<file path="config.mk">
export PLATFORM = sky130hd
export DESIGN_NAME = ntt_bram_arbiter
export DESIGN_NICKNAME = d
export VERILOG_FILES = /design/src/rtl/ntt_mem_pkg.sv /design/src/rtl/ntt_bram_arbiter_rr_arb2.sv /design/src/rtl/ntt_bram_arbiter.sv
export SDC_FILE = /design/constraint.sdc
export NUM_CORES = 1
export LEC_CHECK = 0
export CORE_MARGIN = 5
export CORE_UTILIZATION = 19
export DETAILED_ROUTE_END_ITERATION = 16
export PLACE_DENSITY_LB_ADDON = 0.05
export SLEW_MARGIN = 10
export SYNTH_ARGS = -nofsm -noshare
export SYNTH_HDL_FRONTEND = slang
export SYNTH_HIERARCHICAL = 1
export SYNTH_SLANG_ARGS = --single-unit
</file>
<file path="constraint.sdc">
create_clock -name i_clk -period 1.43 [get_ports i_clk]
set_input_delay 0.286 -clock i_clk [delete_from_list [all_inputs] [get_ports i_clk]]
set_output_delay 0.286 -clock i_clk [all_outputs]
set_load 0.01 [all_outputs]
</file>
<file path="src/rtl/ntt_mem_pkg.sv">
// Shared types and default sizes for the NTT coefficient BRAM arbiter.
// Optional feature macro used by the top level: BRAM_WR_FWD_EN.
package ntt_mem_pkg;

    localparam int NTT_ADDR_W = 7;
    localparam int NTT_DATA_W = 24;
    localparam int NTT_RD_LAT = 1;

    // Requester index: 0 = NTT butterfly engine, 1 = load/unload DMA.
    typedef logic req_id_t;

    // Tag carried alongside each granted read until its data returns.
    typedef struct packed {
        logic                  valid;
        req_id_t               id;
        logic                  fwd;
        logic [NTT_DATA_W-1:0] fwd_data;
    } rsp_tag_t;

endpackage

</file>
<file path="src/rtl/ntt_bram_arbiter_rr_arb2.sv">
// Two-way round-robin arbiter with a one-bit preference pointer.
// After any grant the pointer moves to the requester that was not served.
module rr_arb2
    import ntt_mem_pkg::*;
(
    input  logic       i_clk,
    input  logic       i_reset,
    input  logic [1:0] i_valid,
    output logic [1:0] o_grant
);

    req_id_t    r_prio;
    logic [1:0] w_grant;

    // Pick a winner: a lone requester always wins, a tie goes to r_prio.
    always_comb begin
        w_grant = 2'b00;
        if (!i_reset) begin
            unique case (i_valid)
                2'b01:   w_grant = 2'b01;
                2'b10:   w_grant = 2'b10;
                2'b11:   w_grant = r_prio ? 2'b10 : 2'b01;
                default: w_grant = 2'b00;
            endcase
        end
    end

    assign o_grant = w_grant;

    // Prefer the other requester once this one has been served.
    always_ff @(posedge i_clk or posedge i_reset) begin
        if (i_reset) begin
            r_prio <= 1'b0;
        end else if (|w_grant) begin
            r_prio <= w_grant[0];
        end
    end

endmodule

</file>
<file path="src/rtl/ntt_bram_arbiter.sv">
// Shares one simple-dual-port coefficient BRAM between the NTT engine and the DMA.
// Define BRAM_WR_FWD_EN to forward same-cycle same-address write data to the read.
module ntt_bram_arbiter
    import ntt_mem_pkg::*;
#(
    parameter int ADDR_W = NTT_ADDR_W,
    parameter int DATA_W = NTT_DATA_W,
    parameter int RD_LAT = NTT_RD_LAT
) (
    input  logic                i_clk,
    input  logic                i_reset,
    input  logic [1:0]          i_wr_valid,
    output logic [1:0]          o_wr_ready,
    input  logic [2*ADDR_W-1:0] i_wr_addr,
    input  logic [2*DATA_W-1:0] i_wr_data,
    input  logic [1:0]          i_rd_valid,
    output logic [1:0]          o_rd_ready,
    input  logic [2*ADDR_W-1:0] i_rd_addr,
    output logic [1:0]          o_rsp_valid,
    output logic [DATA_W-1:0]   o_rsp_data,
    output logic                o_bram_wea,
    output logic [ADDR_W-1:0]   o_bram_addra,
    output logic [DATA_W-1:0]   o_bram_dina,
    output logic                o_bram_enb,
    output logic [ADDR_W-1:0]   o_bram_addrb,
    input  logic [DATA_W-1:0]   i_bram_doutb
);

    req_id_t           w_wr_id;
    req_id_t           w_rd_id;
    logic [ADDR_W-1:0] w_wr_addr;
    logic [ADDR_W-1:0] w_rd_addr;
    logic [DATA_W-1:0] w_wr_data;
    logic              w_fwd_hit;
    rsp_tag_t          w_tail;
    rsp_tag_t          r_pipe [RD_LAT];

    rr_arb2 u_wr_arb (
        .i_clk   (i_clk),
        .i_reset (i_reset),
        .i_valid (i_wr_valid),
        .o_grant (o_wr_ready)
    );

    rr_arb2 u_rd_arb (
        .i_clk   (i_clk),
        .i_reset (i_reset),
        .i_valid (i_rd_valid),
        .o_grant (o_rd_ready)
    );

    // Steer the granted requester's address/data onto the BRAM ports.
    always_comb begin
        w_wr_id   = o_wr_ready[1];
        w_rd_id   = o_rd_ready[1];
        w_wr_addr = w_wr_id ? i_wr_addr[ADDR_W +: ADDR_W]
                            : i_wr_addr[0 +: ADDR_W];
        w_wr_data = w_wr_id ? i_wr_data[DATA_W +: DATA_W]
                            : i_wr_data[0 +: DATA_W];
        w_rd_addr = w_rd_id ? i_rd_addr[ADDR_W +: ADDR_W]
                            : i_rd_addr[0 +: ADDR_W];
`ifdef BRAM_WR_FWD_EN
        w_fwd_hit = (|o_wr_ready) && (|o_rd_ready)
                 && (w_wr_addr == w_rd_addr);
`else
        w_fwd_hit = 1'b0;
`endif
    end

    assign o_bram_wea   = |o_wr_ready;
    assign o_bram_addra = w_wr_addr;
    assign o_bram_dina  = w_wr_data;
    assign o_bram_enb   = |o_rd_ready;
    assign o_bram_addrb = w_rd_addr;

    // Age each granted read's tag in step with the BRAM read latency.
    always_ff @(posedge i_clk or posedge i_reset) begin
        if (i_reset) begin
            for (int i = 0; i < RD_LAT; i++) begin
                r_pipe[i] <= '0;
            end
        end else begin
            r_pipe[0].valid    <= |o_rd_ready;
            r_pipe[0].id       <= w_rd_id;
            r_pipe[0].fwd      <= w_fwd_hit;
            r_pipe[0].fwd_data <= w_wr_data;
            for (int i = 1; i < RD_LAT; i++) begin
                r_pipe[i] <= r_pipe[i-1];
            end
        end
    end

    assign w_tail = r_pipe[RD_LAT-1];

    // Route the oldest tag to its requester; captured write data wins on a hit.
    always_comb begin
        o_rsp_valid = 2'b00;
        if (w_tail.valid) begin
            o_rsp_valid[w_tail.id] = 1'b1;
        end
        o_rsp_data = w_tail.fwd ? w_tail.fwd_data : i_bram_doutb;
    end

endmodule

</file>
Yosys cells after proc, flatten, opt, wreduce, memory -nomap -nowiden
Index checks and enable logic that the tools add are counted.
{"block": "classes", "muxes": 12, "n_eq_ne": 6, "n_lt_le_gt_ge": 2, "reduce_logical": 3}
{"op": "$mux W24", "count": 1}
{"op": "$mux W7", "count": 2}
{"op": "$pmux W2 S3", "count": 2}
{"op": "$mux W2", "count": 5}
{"op": "$eq A2 B2 Y1 const B", "count": 4}
{"op": "$eq A2 B1 Y1 const B", "count": 2}
{"op": "$reduce_or A2 Y1", "count": 2}
{"op": "$lt A1 B2 Y1 const B", "count": 1}
{"op": "$demux W1 S1", "count": 1}
{"op": "$ge A1 B1 Y1 const B", "count": 1}
{"op": "$logic_and A1 B1 Y1", "count": 1}
{"op": "$mux W1", "count": 1}
{"block": "totals", "output_inout_bits": 70, "reg_bits": 4}

Longest topological paths before layout
Gate-level depths: netlist (run 1).
{"block": "depth", "depth_word": 5, "depth_mapped": 5, "ltp_nobuf": 3}

By module
Netlist (run 1), hierarchy kept.
{"mod": "ntt_bram_arbiter", "cells_per_inst": 74, "seq_area_each_um2": 50.0, "instances": 1, "area_each_um2": 872.1}
{"mod": "rr_arb2", "cells_per_inst": 8, "seq_area_each_um2": 25.0, "instances": 2, "area_each_um2": 71.3}

Least setup slack after synthesis (run 1)
Ideal clock, no wire load.
{"block": "synth_path", "kind": "input to output", "from": "input port i_wr_valid[1]", "to": "output port o_bram_addra[0]", "stages": 5, "t_required_ns": 1.144, "path_buffers": 2, "slack_ns": -0.345, "t_arrival_ns": 1.489, "cell_sequence": "nor2b_2 a21boi_0 buf_6 buf_12 mux2_4"}
{"block": "synth_between", "elab_chain_cells": 4, "elab_cells_between_ends": 6, "classes_between": "eq/ne (3); mux (3)"}
{"element": "start: declaration", "line_no": "ntt_bram_arbiter.sv:12", "rtl": "input logic [1:0] i_wr_valid,"}
{"element": "$eq A2 B2 Y1 / $eq A2 B1 Y1 (equally long branches)", "line_no": "ntt_bram_arbiter_rr_arb2.sv:19", "rtl": "unique case (i_valid)"}
{"element": "$pmux W2 S3 *", "line_no": "ntt_bram_arbiter_rr_arb2.sv:19"}
{"element": "$mux W2 *", "line_no": "ntt_bram_arbiter_rr_arb2.sv:18", "rtl": "if (!i_reset) begin"}
{"element": "net o_wr_ready[1]", "line_no": "ntt_bram_arbiter.sv:13", "rtl": "output logic [1:0] o_wr_ready,"}
{"element": "$mux W7 *", "line_no": "ntt_bram_arbiter.sv:56", "rtl": "w_wr_addr = w_wr_id ? i_wr_addr[ADDR_W +: ADDR_W]"}
{"element": "end: declaration", "line_no": "ntt_bram_arbiter.sv:22", "rtl": "output logic [ADDR_W-1:0] o_bram_addra,"}
Mark *: on every way through the listed nets, which the timed path passes. The rest lies on a longest branch.

Worst setup path in the final report (run 1)
{"block": "layout_path", "from": "register u_wr_arb.r_prio", "to": "output port o_bram_dina[7]"}
{"block": "layout_between", "elab_chain_cells": 4}
{"element": "start: declaration", "line_no": "ntt_bram_arbiter_rr_arb2.sv:12", "rtl": "req_id_t r_prio;"}
{"element": "start signal: assignment", "line_no": "ntt_bram_arbiter_rr_arb2.sv:35", "rtl": "r_prio <= w_grant[0];"}
{"element": "$mux W2", "line_no": "ntt_bram_arbiter_rr_arb2.sv:22", "rtl": "2'b11: w_grant = r_prio ? 2'b10 : 2'b01;"}
{"element": "$pmux W2 S3", "line_no": "ntt_bram_arbiter_rr_arb2.sv:19"}
{"element": "$mux W2", "line_no": "ntt_bram_arbiter_rr_arb2.sv:18"}
{"element": "$mux W24", "line_no": "ntt_bram_arbiter.sv:58", "rtl": "w_wr_data = w_wr_id ? i_wr_data[DATA_W +: DATA_W]"}
{"element": "end: declaration", "line_no": "ntt_bram_arbiter.sv:23", "rtl": "output logic [DATA_W-1:0] o_bram_dina,"}
No other way between the ends.

==> impl_metrics.csv, run 1 <==
group,metric,value,unit
status,outcome,"finished with violations",
status,violations,"negative setup slack",
worst_setup_path,cp.arrival,1.54,ns
yosys,synth_edf_count,0,
yosys,synth_cell_types,17,
yosys,syn_area_per_cell,11.3,um^2
global_route,grt_max_degree,7,
yosys,synth_top_area_share,42.9,%
detailed_routing,drc,0,
placement,portBuffers,127,
pwr,combPwrFrac,71.4,%
timing,tightest_slew,0.219,ns
pwr,p_sw,0.329,mW
floorplanning,io_pins,176,
floorplanning,dieWidth,83.1,um
pwr,power_leakage,1.22,nW
cts,cts_inserted_buffers,3,
worst_setup_path,worstSetupStartpointType,"flip-flop",
detailed_routing,drt-total-wl,4520,um
timing,setup_viol,41,
yosys,yosys_warnings,6,
global_route,grt_pass1_vias,1250,
global_route,grt_usage,12.3,%
timing,slew_viol_final,0,
finish,fill_cells,475,
timing,setup_slack,-0.400,ns
min_path,worstHoldPathType,"in2async",
worst_setup_path,path_class,"reg2out",
cts,clk_pin_slew_worst_paths,0.03,ns
detailed_routing,ant_nets,0,
yosys,ys_seq_area_share,9.86,%
timing,period_minus_slack,1.83,ns
worst_setup_path,timing.rr.start,"u_rd_arb/r_prio$_DFFE_PP0P_",
yosys,ys.flop_type,"dfrtp_1",
yosys,synth_compound_area_share,2.47,%
global_route,antenna_found_initial,0,
yosys,yosys.area_share.adder,0,%
placement,placed_cells,265,
worst_setup_path,crit_path_end_kind,"output pin",
yosys,yosys.area.top_type,"mux2_4",
timing,hold_slack,0.0335,ns
run,cap_violations,0,
timing,period_share,128,%
yosys,muxShareOfSynthArea,54.9,%
finish,finish.instance_area,2620,um^2
detailed_routing,vias,1163,
cts,clock-sinks,4,
detailed_routing,drt-wirelength-per-cell,15.6,um
yosys,synth.net_count,196,
pwr,internal-power,0.940,mW
floorplanning,die_h,83.1,um
placement,place_congestion,0.815,
yosys,synth_top_family_by_area,"multiplexers",
yosys,synth-seq-cells,4,
yosys,yosysMostFrequentCell,"mux2_4",
yosys,async_reset_ff_share,100,%
yosys,synth_area_leaders,"mux2_4, buf_4, mux2_2",
cts,htreeDepth,1,
pwr,total_power,1.27,mW
yosys,syn_area,1010,um^2
cts,cts-root-buf,"clkbuf_8",
detailed_routing,drt_pre_antenna_iters,4,
pwr,vdd_drop_max,0.362,mV
finish,layout-drive-gt1-share,57.5,%
placement,postPlaceCellArea,2210,um^2
floorplanning,rows,26,
finish,ff_latch_area,100,um^2
timing,slew_headroom,85.4,%
finish,multi_input_area,734,um^2
finish,antenna_cells,0,
placement,dpl.hpwl,3590,um
global_route,grt_pass1_wl,7000,um
pwr,seq_power_share,10.4,%
timing,final_hold_viol_count,0,
placement,dpl_worst_slack,-1.06,ns
pwr,p_clk_share,18.2,%
worst_setup_path,cp.required,1.14,ns
detailed_routing,first_iter_violations,12,
worst_setup_path,cp_max_fo,6,
pwr,power-per-cell-area,484,nW/um^2
floorplanning,dieArea,6900,um^2
timing,fmax,546,MHz
finish,instances_no_fill,289,
floorplanning,initial_core_util,19.7,%
timing,grt_setup_unrepaired,"true",
global_route,gr-total-overflow,0,
yosys,synth-xor-area-share,0,%
pwr,p_sw_share,25.9,%
floorplanning,coreArea,5140,um^2
cts,tritoncts,"done",
detailed_routing,viasPerCell,4.02,
cts,clk_latency,0.21,ns
cts,clk_path_buf_depth,2,
yosys,synth-simple-area-share,5.67,%
yosys,synth.top_cells.by_count,"mux2_4, buf_4, mux2_2",
finish,nets,327,
timing,setup_tns,-13.82,ns
timing,skew,0.00218,ns
finish,area_delta_synth_final,158,%
worst_setup_path,crit_start,"u_wr_arb/r_prio$_DFFE_PP0P_",
finish,utilization,51.0,%
yosys,synthCells,90,
-- power by group through the flow --
| stage | clock (mW) | sequential [mW] | combinational [mW] |
|---|---|---|---|
| after floorplan | 0 | 0.134 | 0.369 |
| final | 0.230 | 0.132 | 0.906 |
| after global routing | 0.243 | 0.133 | 0.953 |
| after CTS | 0.240 | 0.133 | 0.908 |
| after global placement | 0 | 0.132 | 0.744 |
| after detailed placement | 0 | 0.132 | 0.751 |
-- state kept, by name (all words and copies together), names as in the netlist --
register         count
r_pipe               2
u_rd_arb/r_prio      1
u_wr_arb/r_prio      1
-- critical path: stages, from the launching register on --
cell and delay [ns]:
dfrtp_1 0.35, inv_2 0.05, a21boi_4 0.16, buf_12 0.12
buf_8 0.11, buf_16 0.12, mux2_4 0.30, buf_6 0.12
-- cells in the final DEF, fill, tap and decap left out, types with 2 or more instances in the layout --
cell type	n
mux2_4	38
dlygate4sd2_1	3
buf_6	54
buf_16	3
buf_12	2
inv_1	3
clkdlybuf4s50_1	76
buf_2	5
a21oi_2	2
a21boi_4	3
buf_4	9
buf_8	2
inv_2	2
nor2b_4	2
mux2i_1	2
dfrtp_1	4
or2b_1	2
clkbuf_8	3
-- timing repair --
action | 4_1_cts | 5_1_grt
resized for setup | 265 | 15
hold endpoints to repair | 0 | 0
gates cloned | 5 | 0
buffers inserted | 19 | 3
pin swaps | 4 | 5
hold buffers | 0 | 0
endpoints found under the setup margin | 46 | 44
-- final cells by class --
| type | count | area share [%] |
|---|---|---|
| Tap cell | 70 | 3.34 |
| Multi-Input combinational cell | 53 | 28.0 |
| Inverter | 5 | 0.716 |
| Sequential cell | 4 | 3.82 |
| Timing Repair Buffer | 154 | 62.5 |
| Clock buffer | 3 | 1.57 |
-- path summary, 6_finish.rpt --
check	end	slack, ns	cells past startpoint
max	o_bram_dina[7]	-0.40	7
min	u_wr_arb/r_prio$_DFFE_PP0P_	0.03	3
max reg2reg	r_pipe[26]$_DFF_PP0_	0.38	4
min reg2reg	u_rd_arb/r_prio$_DFFE_PP0P_	0.58	2
max in group asynchronous	r_pipe[25]$_DFF_PP0_	1.27	3
min in group i_clk	u_rd_arb/r_prio$_DFFE_PP0P_	0.38	3
-- layer usage --
metal | part of all wire (%) | routed length (um) | GRT usage [%]
met1 | 36 | 1640 | 12.6
met2 | 52 | 2370 | 23.3
met3 | 11 | 499 | 5.54
met4 | 0.27 | 12 | 1.78
met5 | 0 | 0 | 0
-- logic make-up after synthesis --
group	after synthesis
AOI/OAI and AO/OA	4
buffers and inverters	34
DFF	4
muxes	40
and+or+nand+nor	8
Note: power is estimated with default switching activity, not from simulation.
==> inputs of run 2 (changes only) <==
--- a/config.mk
+++ b/config.mk
@@ -6,7 +6,7 @@
 export NUM_CORES = 1
 export LEC_CHECK = 0
 export CORE_MARGIN = 5
-export CORE_UTILIZATION = 19
+export CORE_UTILIZATION = 21
 export DETAILED_ROUTE_END_ITERATION = 16
 export PLACE_DENSITY_LB_ADDON = 0.05
 export SLEW_MARGIN = 10
==> constraint.sdc (replaced) <==
create_clock -name i_clk -period 1.8 [get_ports i_clk]
set_input_delay 0.36 -clock i_clk [delete_from_list [all_inputs] [get_ports i_clk]]
set_output_delay 0.36 -clock i_clk [all_outputs]
set_load 0.01 [all_outputs]
==> run 2 against run 1 <==
  * The flow still finishes with violations (negative setup slack)
  * Clock power is 18% lower
  * Wire length is 5.6% lower
  * First-iteration DRC count up 17%
  * Non-clock buffer count fell by 9
  * Global-route usage barely moved
==> impl_metrics.csv, run 2 (synthesis gave the netlist of run 1 again) <==
group,metric,value,unit
floorplanning,io_pins,176,
placement,portBuffers,127,
finish,largestRegisters,"r_pipe: 2 flops, u_rd_arb/r_prio: 1 flops, u_wr_arb/r_prio: 1 flops",
finish,regMostFlops,"r_pipe",
worst_setup_path,cp_max_fo,7,
pwr,p_sw_share,26.0,%
finish,nets,317,
timing,final_hold_viol_count,0,
detailed_routing,drt_pre_antenna_iters,4,
timing,setup_tns,-2.19,ns
pwr,combPwrFrac,69.6,%
floorplanning,dieArea,6320,um^2
detailed_routing,dr_wl_met3,571,um
worst_setup_path,worstSetupStartpointType,"input port",
timing,grt_setup_unrepaired,"true",
cts,cts_inserted_buffers,3,
min_path,worstHoldPathType,"in2async",
cts,clk_path_buf_depth,2,
finish,layout-drive-gt1-share,52.2,%
finish,area_delta_synth_final,141,%
detailed_routing,drt-total-wl,4260,um
timing,setup_viol,35,
cts,htreeDepth,1,
pwr,vdd_drop_max,0.304,mV
floorplanning,initial_core_util,21.6,%
worst_setup_path,path_class,"in2out",
timing,skew,0.00501,ns
finish,ff_latch_area,100,um^2
run,cap_violations,0,
detailed_routing,wl_met1,1500,um
placement,dpl_worst_slack,-0.850,ns
worst_setup_path,path_buf_inv,4,
detailed_routing,drt-wirelength-per-cell,16.2,um
detailed_routing,routed.top_layer,"met4",
worst_setup_path,path_cells,"buf_2 -> nor2b_4 -> a21boi_4 -> buf_6 -> buf_6 -> mux2_4 -> buf_6",
worst_setup_path,cpPeakStageDelay,0.29,ns
pwr,seq_power_share,10.8,%
placement,postPlaceCellArea,2170,um^2
pwr,p_clk_share,19.6,%
global_route,antenna_found_initial,0,
cts,clk_pin_slew_worst_paths,0.03,ns
floorplanning,dieWidth,79.5,um
finish,fill_cells,411,
worst_setup_path,cp.arrival,1.56,ns
timing,tightest_slew,0.215,ns
timing,period_minus_slack,1.92,ns
timing,period_share,107,%
worst_setup_path,cp.required,1.44,ns
pwr,p_sw,0.251,mW
global_route,gr-total-overflow,0,
detailed_routing,first_iter_violations,14,
floorplanning,die_h,79.5,um
status,outcome,"finished with violations",
placement,dpl.hpwl,3350,um
floorplanning,rows,25,
cts,clock-sinks,4,
finish,largest_reg_flops,2,
global_route,grt_max_degree,8,
cts,tritoncts,"done",
timing,slew_viol_final,0,
timing,slew_headroom,85.6,%
floorplanning,coreArea,4690,um^2
cts,cts-root-buf,"clkbuf_8",
timing,fmax,520,MHz
finish,finish.instance_area,2450,um^2
pwr,total_power,0.964,mW
worst_setup_path,cp_slowest_cell,"mux2_4",
worst_setup_path,cpLargestDelayFamily,"buffers and inverters",
pwr,internal-power,0.713,mW
global_route,grt_pass1_wl,6110,um
finish,multi_input_area,708,um^2
global_route,grt_pass1_vias,1232,
pwr,power-per-cell-area,394,nW/um^2
finish,utilization,52.2,%
placement,place_congestion,0.727,
detailed_routing,wl_met2,2170,um
detailed_routing,ant_nets,0,
detailed_routing,viasPerCell,4.27,
global_route,grt_usage,12.4,%
detailed_routing,drc,0,
timing,setup_slack,-0.123,ns
finish,final_common_cell,"clkdlybuf4s50_1",
worst_setup_path,crit_path_end_kind,"output pin",
finish,final_cell_mix,"clkdlybuf4s50_1, buf_6, mux2_4, buf_4",
detailed_routing,vias,1124,
pwr,power_leakage,1.14,nW
status,violations,"negative setup slack",
cts,clk_latency,0.22,ns
finish,antenna_cells,0,
worst_setup_path,crit_path_frequent_cell,"buf_6",
run 2: tightest hold or removal path: cells and delay by family:
family	cells	cell delay, ns
buffers and inverters	4	0.39
run 2: path summary, 6_finish.rpt:
path / from / to / slack [ns] / cells after the start
setup / recovery: i_wr_valid[1] / o_bram_dina[23] / -0.12 / 7
hold / removal: i_reset / u_rd_arb/r_prio$_DFFE_PP0P_ / 0.22 / 4
setup reg to reg: u_rd_arb/r_prio$_DFFE_PP0P_ / r_pipe[26]$_DFF_PP0_ / 0.66 / 5
hold reg to reg: u_rd_arb/r_prio$_DFFE_PP0P_ / u_rd_arb/r_prio$_DFFE_PP0P_ / 0.56 / 2
max in group asynchronous: i_reset / r_pipe[25]$_DFF_PP0_ / 1.45 / 4
min in group i_clk: i_reset / u_wr_arb/r_prio$_DFFE_PP0P_ / 0.43 / 3
run 2: metal layers:
metal | global-route usage, % | vias up
met5 | 0 | -
met2 | 23.5 | 84
met1 | 12.5 | 511
met4 | 3.95 | 0
met3 | 4.18 | 8
li1 | - | 521
run 2: power groups by stage:
stage	Sequential, mW	Clock [mW]	Combinational [mW]
after floorplan	0.107	0	0.284
after global placement	0.105	0	0.586
after detailed placement	0.105	0	0.590
after CTS	0.105	0.198	0.717
after global routing	0.106	0.205	0.709
final	0.105	0.189	0.671
run 2: through the flow:
step	instances	hold slack, ns
6_report	263	0.224
5_1_grt	263	0.230
4_1_cts	269	0.217
3_5_place_dp	249	0.556
3_3_place_gp	249	0.544
2_1_floorplan	90	0.0887
run 2: area by class of cell:
class / count / area share [%]
Tap cell: 54 / 2.76
Clock buffer: 3 / 1.69
Multi-Input combinational cell: 52 / 28.9
Sequential cell: 4 / 4.09
Inverter: 5 / 0.766
Timing Repair Buffer: 145 / 61.8
run 2: what timing repair did:
action / 4_1_cts / 5_1_grt
hold buffers: 0 / 0
resized for setup: 255 / 1
buffers inserted: 13 / 0
cloned: 4 / 0
pin swaps: 3 / 2
setup endpoints to repair: 44 / 42
==> inputs of run 3 (changes only) <==
--- a/config.mk
+++ b/config.mk
@@ -8,6 +8,7 @@
 export CORE_MARGIN = 5
 export CORE_UTILIZATION = 21
 export DETAILED_ROUTE_END_ITERATION = 16
+export HOLD_SLACK_MARGIN = 0.1
 export PLACE_DENSITY_LB_ADDON = 0.05
 export SLEW_MARGIN = 10
 export SYNTH_ARGS = -nofsm -noshare
==> results of run 3 <==
Same layout as run 2: the final DEF is identical, and so are final timing and power.
